File: config.mk
export PLATFORM = sky130hd
export DESIGN_NAME = pc_fetch_reg_flat
export DESIGN_NICKNAME = d
export VERILOG_FILES = /design/src/rtl/pc_fetch_reg_if.sv /design/src/rtl/pc_fetch_reg.sv /design/src/flat_wrapper.sv
export SDC_FILE = /design/constraint.sdc
export NUM_CORES = 1
export LEC_CHECK = 0
export ABC_AREA = 1
export ABC_CLOCK_PERIOD_IN_PS = 2200
export CAP_MARGIN = 20
export CORE_MARGIN = 10
export CORE_UTILIZATION = 35
export CTS_CLUSTER_SIZE = 24
export DETAILED_ROUTE_END_ITERATION = 6
export PLACE_DENSITY_LB_ADDON = 0.3
export SYNTH_ARGS = -nofsm -noshare
export SYNTH_HDL_FRONTEND = slang
export SYNTH_SLANG_ARGS = --single-unit
File: constraint.sdc
create_clock -name clk -period 2.2 [get_ports clk]
set_input_delay 0.22 -clock clk [delete_from_list [all_inputs] [get_ports clk]]
set_output_delay 0.22 -clock clk [all_outputs]
set_load 0.01 [all_outputs]
File: src/rtl/pc_fetch_reg_if.sv
// -----------------------------------------------------------------------------
// pc_fetch_reg_if
// Instruction-memory request channel used by pc_fetch_reg.
//   req   : request valid (fetch unit -> memory)
//   addr  : request address, stable while req=1 until the handshake
//   ready : memory accepts/completes the request this cycle
// A transfer completes on a rising clock edge where req && ready.
// -----------------------------------------------------------------------------
interface pc_fetch_reg_if #(
  parameter int WIDTH = 32
);
  logic             req;
  logic [WIDTH-1:0] addr;
  logic             ready;

  // Fetch unit side.
  modport master (output req, output addr, input ready);
  // Instruction-memory side.
  modport slave  (input req, input addr, output ready);
endinterface

File: src/rtl/pc_fetch_reg.sv
// -----------------------------------------------------------------------------
// pc_fetch_reg
// Program-counter register and next-PC selector, upstream of pcAdder.
//
// Ports:
//   clk             : system clock, rising edge
//   rst_n           : asynchronous active-low reset
//   pc              : current PC, feeds pcAdder
//   pc_plus4        : pcAdder result (pc+4), the sequential next PC
//   stall           : hold PC and start no new request
//   redirect_valid  : branch/jump taken this cycle
//   redirect_target : redirect destination (low two bits forced to 00)
//   imem            : instruction-memory request channel (master side)
//   fetch_valid     : one-cycle pulse for each non-squashed completed fetch
//   fetch_pc        : PC of the completed fetch
//   misalign        : sticky flag, a redirect target was not word-aligned
// -----------------------------------------------------------------------------
module pc_fetch_reg #(
  parameter int               WIDTH        = 32,
  parameter logic [WIDTH-1:0] RESET_VECTOR = '0
) (
  input  logic                 clk,
  input  logic                 rst_n,
  output logic [WIDTH-1:0]     pc,
  input  logic [WIDTH-1:0]     pc_plus4,
  input  logic                 stall,
  input  logic                 redirect_valid,
  input  logic [WIDTH-1:0]     redirect_target,
  pc_fetch_reg_if.master       imem,
  output logic                 fetch_valid,
  output logic [WIDTH-1:0]     fetch_pc,
  output logic                 misalign
);

  typedef enum logic [1:0] {
    IDLE       = 2'd0,
    REQ        = 2'd1,
    REQ_SQUASH = 2'd2
  } state_t;

  state_t           state_q, state_d;
  logic [WIDTH-1:0] pc_q, pc_d;
  logic [WIDTH-1:0] pending_q, pending_d;
  logic             fetch_valid_q, fetch_valid_d;
  logic [WIDTH-1:0] fetch_pc_q, fetch_pc_d;
  logic             misalign_q, misalign_d;

  logic             req;
  logic             handshake;
  logic [WIDTH-1:0] target_aligned;

  // Request is purely a function of state and stall. Once a request has been
  // squashed it must still complete, so stall is ignored in REQ_SQUASH.
  assign req            = (state_q == REQ) ? !stall : (state_q == REQ_SQUASH);
  assign handshake      = req && imem.ready;
  assign target_aligned = {redirect_target[WIDTH-1:2], 2'b00};

  // NOTE: every variable written here gets a default first, so no path
  // leaves it unassigned and no latch is inferred.
  always_comb begin
    state_d       = state_q;
    pc_d          = pc_q;
    pending_d     = pending_q;
    fetch_valid_d = 1'b0;
    fetch_pc_d    = fetch_pc_q;
    misalign_d    = misalign_q;

    unique case (state_q)
      IDLE: begin
        // One quiet cycle after reset before the first request.
        state_d = REQ;
      end

      REQ: begin
        if (redirect_valid) begin
          if (redirect_target[1:0] != 2'b00) misalign_d = 1'b1;
          if (handshake) begin
            // The fetch completing now is down the wrong path: drop it.
            pc_d = target_aligned;
          end else begin
            pending_d = target_aligned;
            if (req) state_d = REQ_SQUASH;   // address must stay stable
            else     pc_d    = target_aligned;  // nothing in flight
          end
        end else if (handshake) begin
          fetch_valid_d = 1'b1;
          fetch_pc_d    = pc_q;
          pc_d          = pc_plus4;
        end
      end

      REQ_SQUASH: begin
        if (redirect_valid) begin
          if (redirect_target[1:0] != 2'b00) misalign_d = 1'b1;
          pending_d = target_aligned;
        end
        if (handshake) begin
          // Last redirect wins, including one arriving on the handshake edge.
          pc_d    = redirect_valid ? target_aligned : pending_q;
          state_d = REQ;
        end
      end

      default: state_d = IDLE;
    endcase
  end

  // NOTE: sequential state uses non-blocking assignments so every register
  // samples the pre-edge values of the others.
  always_ff @(posedge clk or negedge rst_n) begin
    if (!rst_n) begin
      state_q       <= IDLE;
      pc_q          <= RESET_VECTOR;
      pending_q     <= '0;
      fetch_valid_q <= 1'b0;
      fetch_pc_q    <= '0;
      misalign_q    <= 1'b0;
    end else begin
      state_q       <= state_d;
      pc_q          <= pc_d;
      pending_q     <= pending_d;
      fetch_valid_q <= fetch_valid_d;
      fetch_pc_q    <= fetch_pc_d;
      misalign_q    <= misalign_d;
    end
  end

  assign pc          = pc_q;
  assign imem.req    = req;
  assign imem.addr   = pc_q;
  assign fetch_valid = fetch_valid_q;
  assign fetch_pc    = fetch_pc_q;
  assign misalign    = misalign_q;

endmodule

File: src/flat_wrapper.sv
// flat-port wrapper written by rule: the top's interface ports become plain ports
module pc_fetch_reg_flat 
#(
  parameter int               WIDTH        = 32,
  parameter logic [WIDTH-1:0] RESET_VECTOR = '0
)
  (clk, rst_n, pc, pc_plus4, stall, redirect_valid, redirect_target, fetch_valid, fetch_pc, misalign, imem_req, imem_addr, imem_ready);
  pc_fetch_reg_if #(.WIDTH(WIDTH)) imem_i ();
  input  logic clk;
  input  logic rst_n;
  output logic [WIDTH-1:0] pc;
  input  logic [WIDTH-1:0] pc_plus4;
  input  logic stall;
  input  logic redirect_valid;
  input  logic [WIDTH-1:0] redirect_target;
  output logic fetch_valid;
  output logic [WIDTH-1:0] fetch_pc;
  output logic misalign;
  output wire logic [$bits(imem_i.req)-1:0] imem_req;
  output wire logic [$bits(imem_i.addr)-1:0] imem_addr;
  input wire logic [$bits(imem_i.ready)-1:0] imem_ready;
  assign imem_req = imem_i.req;
  assign imem_addr = imem_i.addr;
  assign imem_i.ready = imem_ready;
  pc_fetch_reg #(.WIDTH(WIDTH), .RESET_VECTOR(RESET_VECTOR)) u_core (.clk(clk), .rst_n(rst_n), .pc(pc), .pc_plus4(pc_plus4), .stall(stall), .redirect_valid(redirect_valid), .redirect_target(redirect_target), .imem(imem_i), .fetch_valid(fetch_valid), .fetch_pc(fetch_pc), .misalign(misalign));
endmodule
==> results of run 1 <==
-- placed cells by master (no fill, tap or decap), types with 2 or more instances in the layout --
cell / Yosys / routed
buf_4: 40 / 17
nand2_2: 2 / 2
nand2_4: 6 / 6
inv_2: 2 / 2
inv_1: 8 / 8
clkdlybuf4s50_1: 0 / 166
ha_1: 5 / 3
dfrtp_1: 100 / 99
clkbuf_8: 0 / 2
clkbuf_16: 0 / 9
nor2_1: 10 / 10
o21ai_0: 34 / 34
diode_2: 0 / 3
clkinv_4: 0 / 2
nand3_1: 65 / 65
nand2_1: 376 / 376
-- power breakdown --
group          leakage [nW]  internal (W)  switching (W)
registers              1.28       0.00265       0.000612
clock network         0.153      0.000953       0.000700
logic                  2.20       0.00226        0.00262
-- cell usage after synthesis, types with 3 or more instances --
| master | n |
|---|---|
| buf_2 | 8 |
| buf_4 | 40 |
| buf_6 | 6 |
| clkbuf_1 | 15 |
| clkbuf_2 | 3 |
| dfrtp_1 | 100 |
| ha_1 | 5 |
| inv_1 | 8 |
| nand2_1 | 376 |
| nand2_4 | 6 |
| nand3_1 | 65 |
| nor2_1 | 10 |
| o21ai_0 | 34 |
-- metrics by stage --
step                cell area [sq um]  hold slack [ns]
finish                           7080            0.360
global route                     7080            0.384
floorplan                        5180          -0.0756
detailed placement               6730            0.192
global placement                 6730            0.193
CTS                              7060            0.369
-- sequential cells by signal, indices dropped and copies added (netlist names) --
register,cells
u_core.misalign,1
u_core.fetch_valid,1
u_core.state_q,2
u_core.fetch_pc,32
u_core.pending_q,32
u_core.imem.addr,32
-- per-layer routing --
metal / vias up / share of wire [%] / global-route usage, %
met5: - / 0 / 0
met4: 0 / 1.6 / 6.19
met3: 14 / 7.6 / 4.67
met2: 133 / 48 / 24.8
met1: 2092 / 43 / 19.2
li1: 2354 / - / -
-- layout make-up --
class / count / area [sq um] / share of cell area [%]
tap: 184 / 230 / 3.25
clock inverter: 4 / 56.3 / 0.795
multi-input combinational: 503 / 2170 / 30.6
antenna: 3 / 7.51 / 0.106
clock buffer: 12 / 256 / 3.62
timing repair buffer: 185 / 1820 / 25.7
inverter: 10 / 37.5 / 0.530
sequential: 100 / 2500 / 35.4
-- cell families after synthesis --
logic type,synth area share [%]
AOI/OAI and AO/OA,3.79
adders and majority gates,1.21
buffers and inverters,10.2
DFF,48.3
and+or+nand+nor,36.5
-- repair_timing --
item	CTS	global route
hold buffers	1	0
endpoints found under the setup margin	1	1
gates cloned	0	0
gates resized for setup	1	3
hold endpoints to repair	28	0
-- worst max-delay path by stage --
stage / from / to / slack [ns] / cells past startpoint
after floorplan: u_core.state_q[1] / u_core.imem.addr[0] / 0.63 / 10
after CTS: u_core.state_q[1] / imem_req / 0.04 / 5
after detailed placement: redirect_valid / u_core.fetch_pc[1] / 0.12 / 7
after global placement: redirect_valid / u_core.fetch_pc[1] / 0.14 / 7
after global routing: u_core.state_q[0] / imem_req / 0.006 / 5
final: u_core.state_q[0] / imem_req / 0.08 / 5
==> flow_summary.yaml, run 1 <==
synth:
  synth_enable_flop_cells: 0
  synthesis.yosys.warnings: 0
  synth.net_count: 761
  synth_largest_area_cell: "dfrtp_1"
  synth_area_per_cell_sq_um: 7.55
  synth.area.top_cells: "dfrtp_1, nand2_1, nand3_1"
  synth_cell_types: 22
  synth-async-reset-ratio_pct: 100
  post_synth_inst_count: 687
  post_synth_instance_area_sq_um: 5180
  synth_top_flop_cell: "dfrtp_1"
  top_area_cell_type_share_of_the_netlist_area_pct: 48.3
  synth.yosys.seq_area_share_pct: 48.3
  yosys_register_bits: 100
timing:
  final_critical_path_setup_slack_ns: 0.0801
  timing_hold_violations_final: 0
  worstMarginPinSlew_ns: 0.440
  setup-violations-final: 0
  rsz0062_at_grt: "false"
  finalClockSkew_ns: 0.0100
  final_report_max_slew_violation_count: 0
  layout_min_cycle_time_ns: 2.12
  worst_slew_margin_rel_pct: 70.7
  setup-tns-final_ns: 0
  final.period_utilization_pct: 96.4
  maxClockFrequency_mhz: 472
setup_path:
  cpLargestDelayFamily: "buffers and inverters"
  setup.reg_to_reg.worst_slack_ns: 0.23
  worst_ep_arrival_ns: 1.90
  timing.critical_path.from_type: "flip-flop"
  cp_max_fo: 4
  required_time_at_the_endpoint_of_the_critical_path_ns: 1.98
  critPathMaxStageDelay_ns: 0.56
  setup.worst_path.class: "reg -> out"
  crit_buf_inv: 2
  critical_path.reg2reg.endpoint: "u_core.pending_q[7]"
  r2r_start: "u_core.state_q[0]"
  register_to_register_path_depth: 9
  end_kind: "output pin"
  worstPathCellList: "inv_1 -> ha_2 -> nand2_2 -> nand2_4 -> clkdlybuf4s50_1"
  cp_slowest_cell: "clkdlybuf4s50_1"
clocking:
  cts_tree: "yes"
  clk-insertion-delay-late_ns: 0.35
  cts.clk_slew.worst_paths_ns: 0.07
  numClockSinks: 100
  cts-root-to-sink-buffers: 2
  cts_htree_levels: 3
  cts.root.buffer_cell: "clkbuf_16"
  setup_repair_bufs_after_cts: 0
  cts_made_buffers: 9
grt:
  largest_net_degree_at_the_start_of_global_routing: 48
  vias_in_the_first_global_route: 4667
  wire_length_of_the_first_global_routing_pass_um: 25200
  grt_antenna_before_repair: 3
  grt_use_total_pct: 15.5
  grt_overflow_total: 0
drt:
  vias: 4593
  detail_route.first_pass.iterations: 5
  drc: 0
  drt-vias-per-instance: 4.59
  drt_iter0_markers: 262
  post_drt_wl_per_cell_um: 15.5
  totalWireLength_um: 15500
  drtAntennaViolNets: 0
min_path:
  hp-class: "in -> async"
power:
  cellLeakagePower_nw: 3.62
  powerDensity_nw_per_um2: 1380
  totalPowerFinal_w: 0.00980
  ir_worst_vdd_v: 0.000677
cells_and_area:
  fill_cells: 1452
  synthToLayoutAreaGrowth_pct: 36.6
  final_core_util_pct: 48.7
  layout-drive-gt1-share_pct: 6.02
  fin_cells: 1001
  fin_nets: 883
floorplanning:
  fp.dieH_um: 142
  die_area_sq_um: 20100
  io_pins: 168
  core.rowCount: 44
  floorplan.initialDensity_pct: 35.7
  die_w_um: 142
  fp.coreArea_sq_um: 14500
job:
  max_cap_viol_count: 0
place:
  io_buffer_count: 167
  globalplace.congestion: 0.869
  pre_cts_ws_ns: 0.124
  dp.cells: 981
  post-dp-hpwl_um: 11700
run_status:
  outcome: "complete, no violations"
Power figures use the tool's default switching activity.
==> inputs of run 2 (changes only) <==
--- a/config.mk
+++ b/config.mk
@@ -6,13 +6,14 @@
 export NUM_CORES = 1
 export LEC_CHECK = 0
 export ABC_AREA = 1
-export ABC_CLOCK_PERIOD_IN_PS = 2200
+export ABC_CLOCK_PERIOD_IN_PS = 1800
 export CAP_MARGIN = 20
 export CORE_MARGIN = 10
 export CORE_UTILIZATION = 35
 export CTS_CLUSTER_SIZE = 24
 export DETAILED_ROUTE_END_ITERATION = 6
 export PLACE_DENSITY_LB_ADDON = 0.3
+export SLEW_MARGIN = 20
 export SYNTH_ARGS = -nofsm -noshare
 export SYNTH_HDL_FRONTEND = slang
 export SYNTH_SLANG_ARGS = --single-unit
==> constraint.sdc (replaced) <==
create_clock -name clk -period 1.8 [get_ports clk]
set_input_delay 0.18 -clock clk [delete_from_list [all_inputs] [get_ports clk]]
set_output_delay 0.18 -clock clk [all_outputs]
set_load 0.01 [all_outputs]
==> run 2 against run 1 <==
  * Sequential power rose by 22%
  * Routed wire length grew 3.9%
  * Clock skew shrank 0.0030 ns
  * Die area unchanged
  * Power up 26%
  * Utilization up 0.96 points
  * Final area is 2.0% higher
  * Global-route usage rose by 0.28 points
  * Combinational power grew 31%
  * Non-clock buffer count grew 5
  * Critical path type is now reg -> reg
  * Critical endpoint is now u_core.pending_q[9]
  * Highest routed layer is now met5
==> flow_summary.yaml, run 2 (same netlist as run 1, synthesis figures left out) <==
clocking:
  clk-insertion-delay-late_ns: 0.35
  numClockSinks: 100
  cts-root-to-sink-buffers: 2
  cts_tree: "yes"
  cts.clk_slew.worst_paths_ns: 0.07
  cts.root.buffer_cell: "clkbuf_16"
  cts_htree_levels: 3
  cts_made_buffers: 9
drt:
  totalWireLength_um: 16100
  drc: 0
  detail_route.first_pass.iterations: 4
  drtAntennaViolNets: 0
  drt-vias-per-instance: 4.58
  vias: 4605
  post_drt_wl_per_cell_um: 16.0
  drt_iter0_markers: 445
setup_path:
  setup.reg_to_reg.worst_slack_ns: 0.15
  setup.worst_path.class: "reg -> reg"
  r2r_start: "u_core.state_q[0]"
  register_to_register_path_depth: 9
  worst_ep_arrival_ns: 1.89
  critical_path.reg2reg.endpoint: "u_core.pending_q[9]"
  cp_max_fo: 32
  end_kind: "flip-flop"
  timing.critical_path.from_type: "flip-flop"
  required_time_at_the_endpoint_of_the_critical_path_ns: 2.04
place:
  globalplace.congestion: 0.839
  dp.cells: 984
  io_buffer_count: 167
  placed_area_sq_um: 6810
  post-dp-hpwl_um: 11800
cells_and_area:
  synthToLayoutAreaGrowth_pct: 39.3
  fin_nets: 890
  fin_area_sq_um: 7220
  layout-drive-gt1-share_pct: 7.07
  layout.cells.most_common: "nand2_1"
  fin_cells: 1005
  most-common-layout-cells: "nand2_1, clkdlybuf4s50_1, dfrtp_1, nand3_1, o21ai_0"
  final_core_util_pct: 49.7
  fill_cells: 1450
grt:
  largest_net_degree_at_the_start_of_global_routing: 37
  grt_overflow_total: 0
  vias_in_the_first_global_route: 4593
  grt_use_total_pct: 15.8
  wire_length_of_the_first_global_routing_pass_um: 25600
  grt_antenna_before_repair: 2
timing:
  setup-violations-final: 0
  finalClockSkew_ns: 0.00704
  final.period_utilization_pct: 91.8
  worstMarginPinSlew_ns: 0.398
  rsz0062_at_grt: "false"
  final_report_max_slew_violation_count: 0
  layout_min_cycle_time_ns: 1.65
  maxClockFrequency_mhz: 605
  worst_slew_margin_rel_pct: 73.4
  worst_hold_slack_ns: 0.264
  timing_hold_violations_final: 0
floorplanning:
  die_area_sq_um: 20100
  die_w_um: 142
  io_pins: 168
  fp.dieH_um: 142
  core.rowCount: 44
  fp.coreArea_sq_um: 14500
  floorplan.initialDensity_pct: 35.7
power:
  powerDensity_nw_per_um2: 1710
  ir_worst_vdd_v: 0.000803
  totalPowerFinal_w: 0.0124
  cellLeakagePower_nw: 3.68
run_status:
  outcome: "complete, no violations"
min_path:
  hp-class: "in -> async"
job:
  max_cap_viol_count: 0
[run 2: cell types whose count changed in the layout (fill, tap and decap cells not counted), moves of 2 or more]
| cell | before | now |
|---|---|---|
| buf_12 | 1 | 6 |
| buf_4 | 17 | 14 |
| nand2_8 | 1 | 4 |
| buf_6 | 0 | 2 |
| clkinv_4 | 2 | 0 |
| diode_2 | 3 | 1 |
| nand2_4 | 6 | 4 |
| o21ai_0 | 34 | 32 |
| o21ai_1 | 0 | 2 |
[run 2: worst max path at each step]
stage                      start              endpoint  slack [ns]
2_1_floorplan  u_core.state_q[1]   u_core.imem.addr[0]        0.23
5_1_grt        u_core.state_q[0]   u_core.fetch_pc[10]        0.02
6_report       u_core.state_q[0]   u_core.pending_q[9]        0.15
4_1_cts        u_core.state_q[0]  u_core.imem.addr[30]        0.01
3_3_place_gp   u_core.state_q[1]    u_core.fetch_pc[1]        0.02
3_5_place_dp   u_core.state_q[1]  u_core.imem.addr[30]       -0.04
[run 2: cell type report]
type | instances | area (sq um) | share of cell area (%)
timing repair buffer | 190 | 1930 | 26.7
clock inverter | 5 | 60.1 | 0.832
multi-input combinational | 505 | 2220 | 30.7
clock buffer | 10 | 239 | 3.31
antenna | 1 | 2.50 | 0.0347
inverter | 10 | 37.5 | 0.520
sequential | 100 | 2500 | 34.7
tap | 184 | 230 | 3.19
[run 2: routing by layer]
| metal | part of all wire [%] | up-vias | wire length [um] | track usage (%) |
|---|---|---|---|---|
| met5 | 0.043 | - | 7 | 0 |
| met1 | 43 | 2094 | 6980 | 20.4 |
| li1 | - | 2365 | - | - |
| met3 | 7.6 | 13 | 1230 | 4.24 |
| met2 | 48 | 131 | 7680 | 24.8 |
| met4 | 1.2 | 2 | 201 | 5.92 |
[run 2: worst max-delay path, cell delays in order, from the launching register on]
cell and delay, ns:
dfrtp_2 0.46, inv_2 0.09, ha_2 0.22, nand2_2 0.08, nand2_4 0.09, nand2_8 0.12
nand2_4 0.14, nand2_8 0.16, nand2_1 0.11, nand2_1 0.06
[run 2: timing repair]
item                                    4_1_cts  5_1_grt
hold buffers                                  1        0
setup buffers                                 0        2
pin swaps                                     0        3
resized for setup                             4       13
endpoints found under the setup margin       50       97
cloned                                        0        2
hold endpoints to repair                     19        0
[run 2: per-stage QoR]
stage | setup TNS (ns) | worst slack, ns
global placement | 0 | 0.0187
CTS | 0 | 0.0126
detailed placement | -0.848 | -0.0437
floorplan | 0 | 0.225
finish | 0 | 0.147
global route | 0 | 0.0186
[run 2: report_power, final]
group          switching [W]  internal (W)  total (W)
combinational        0.00342       0.00299    0.00640
sequential          0.000726       0.00324    0.00397
clock               0.000888       0.00112    0.00200
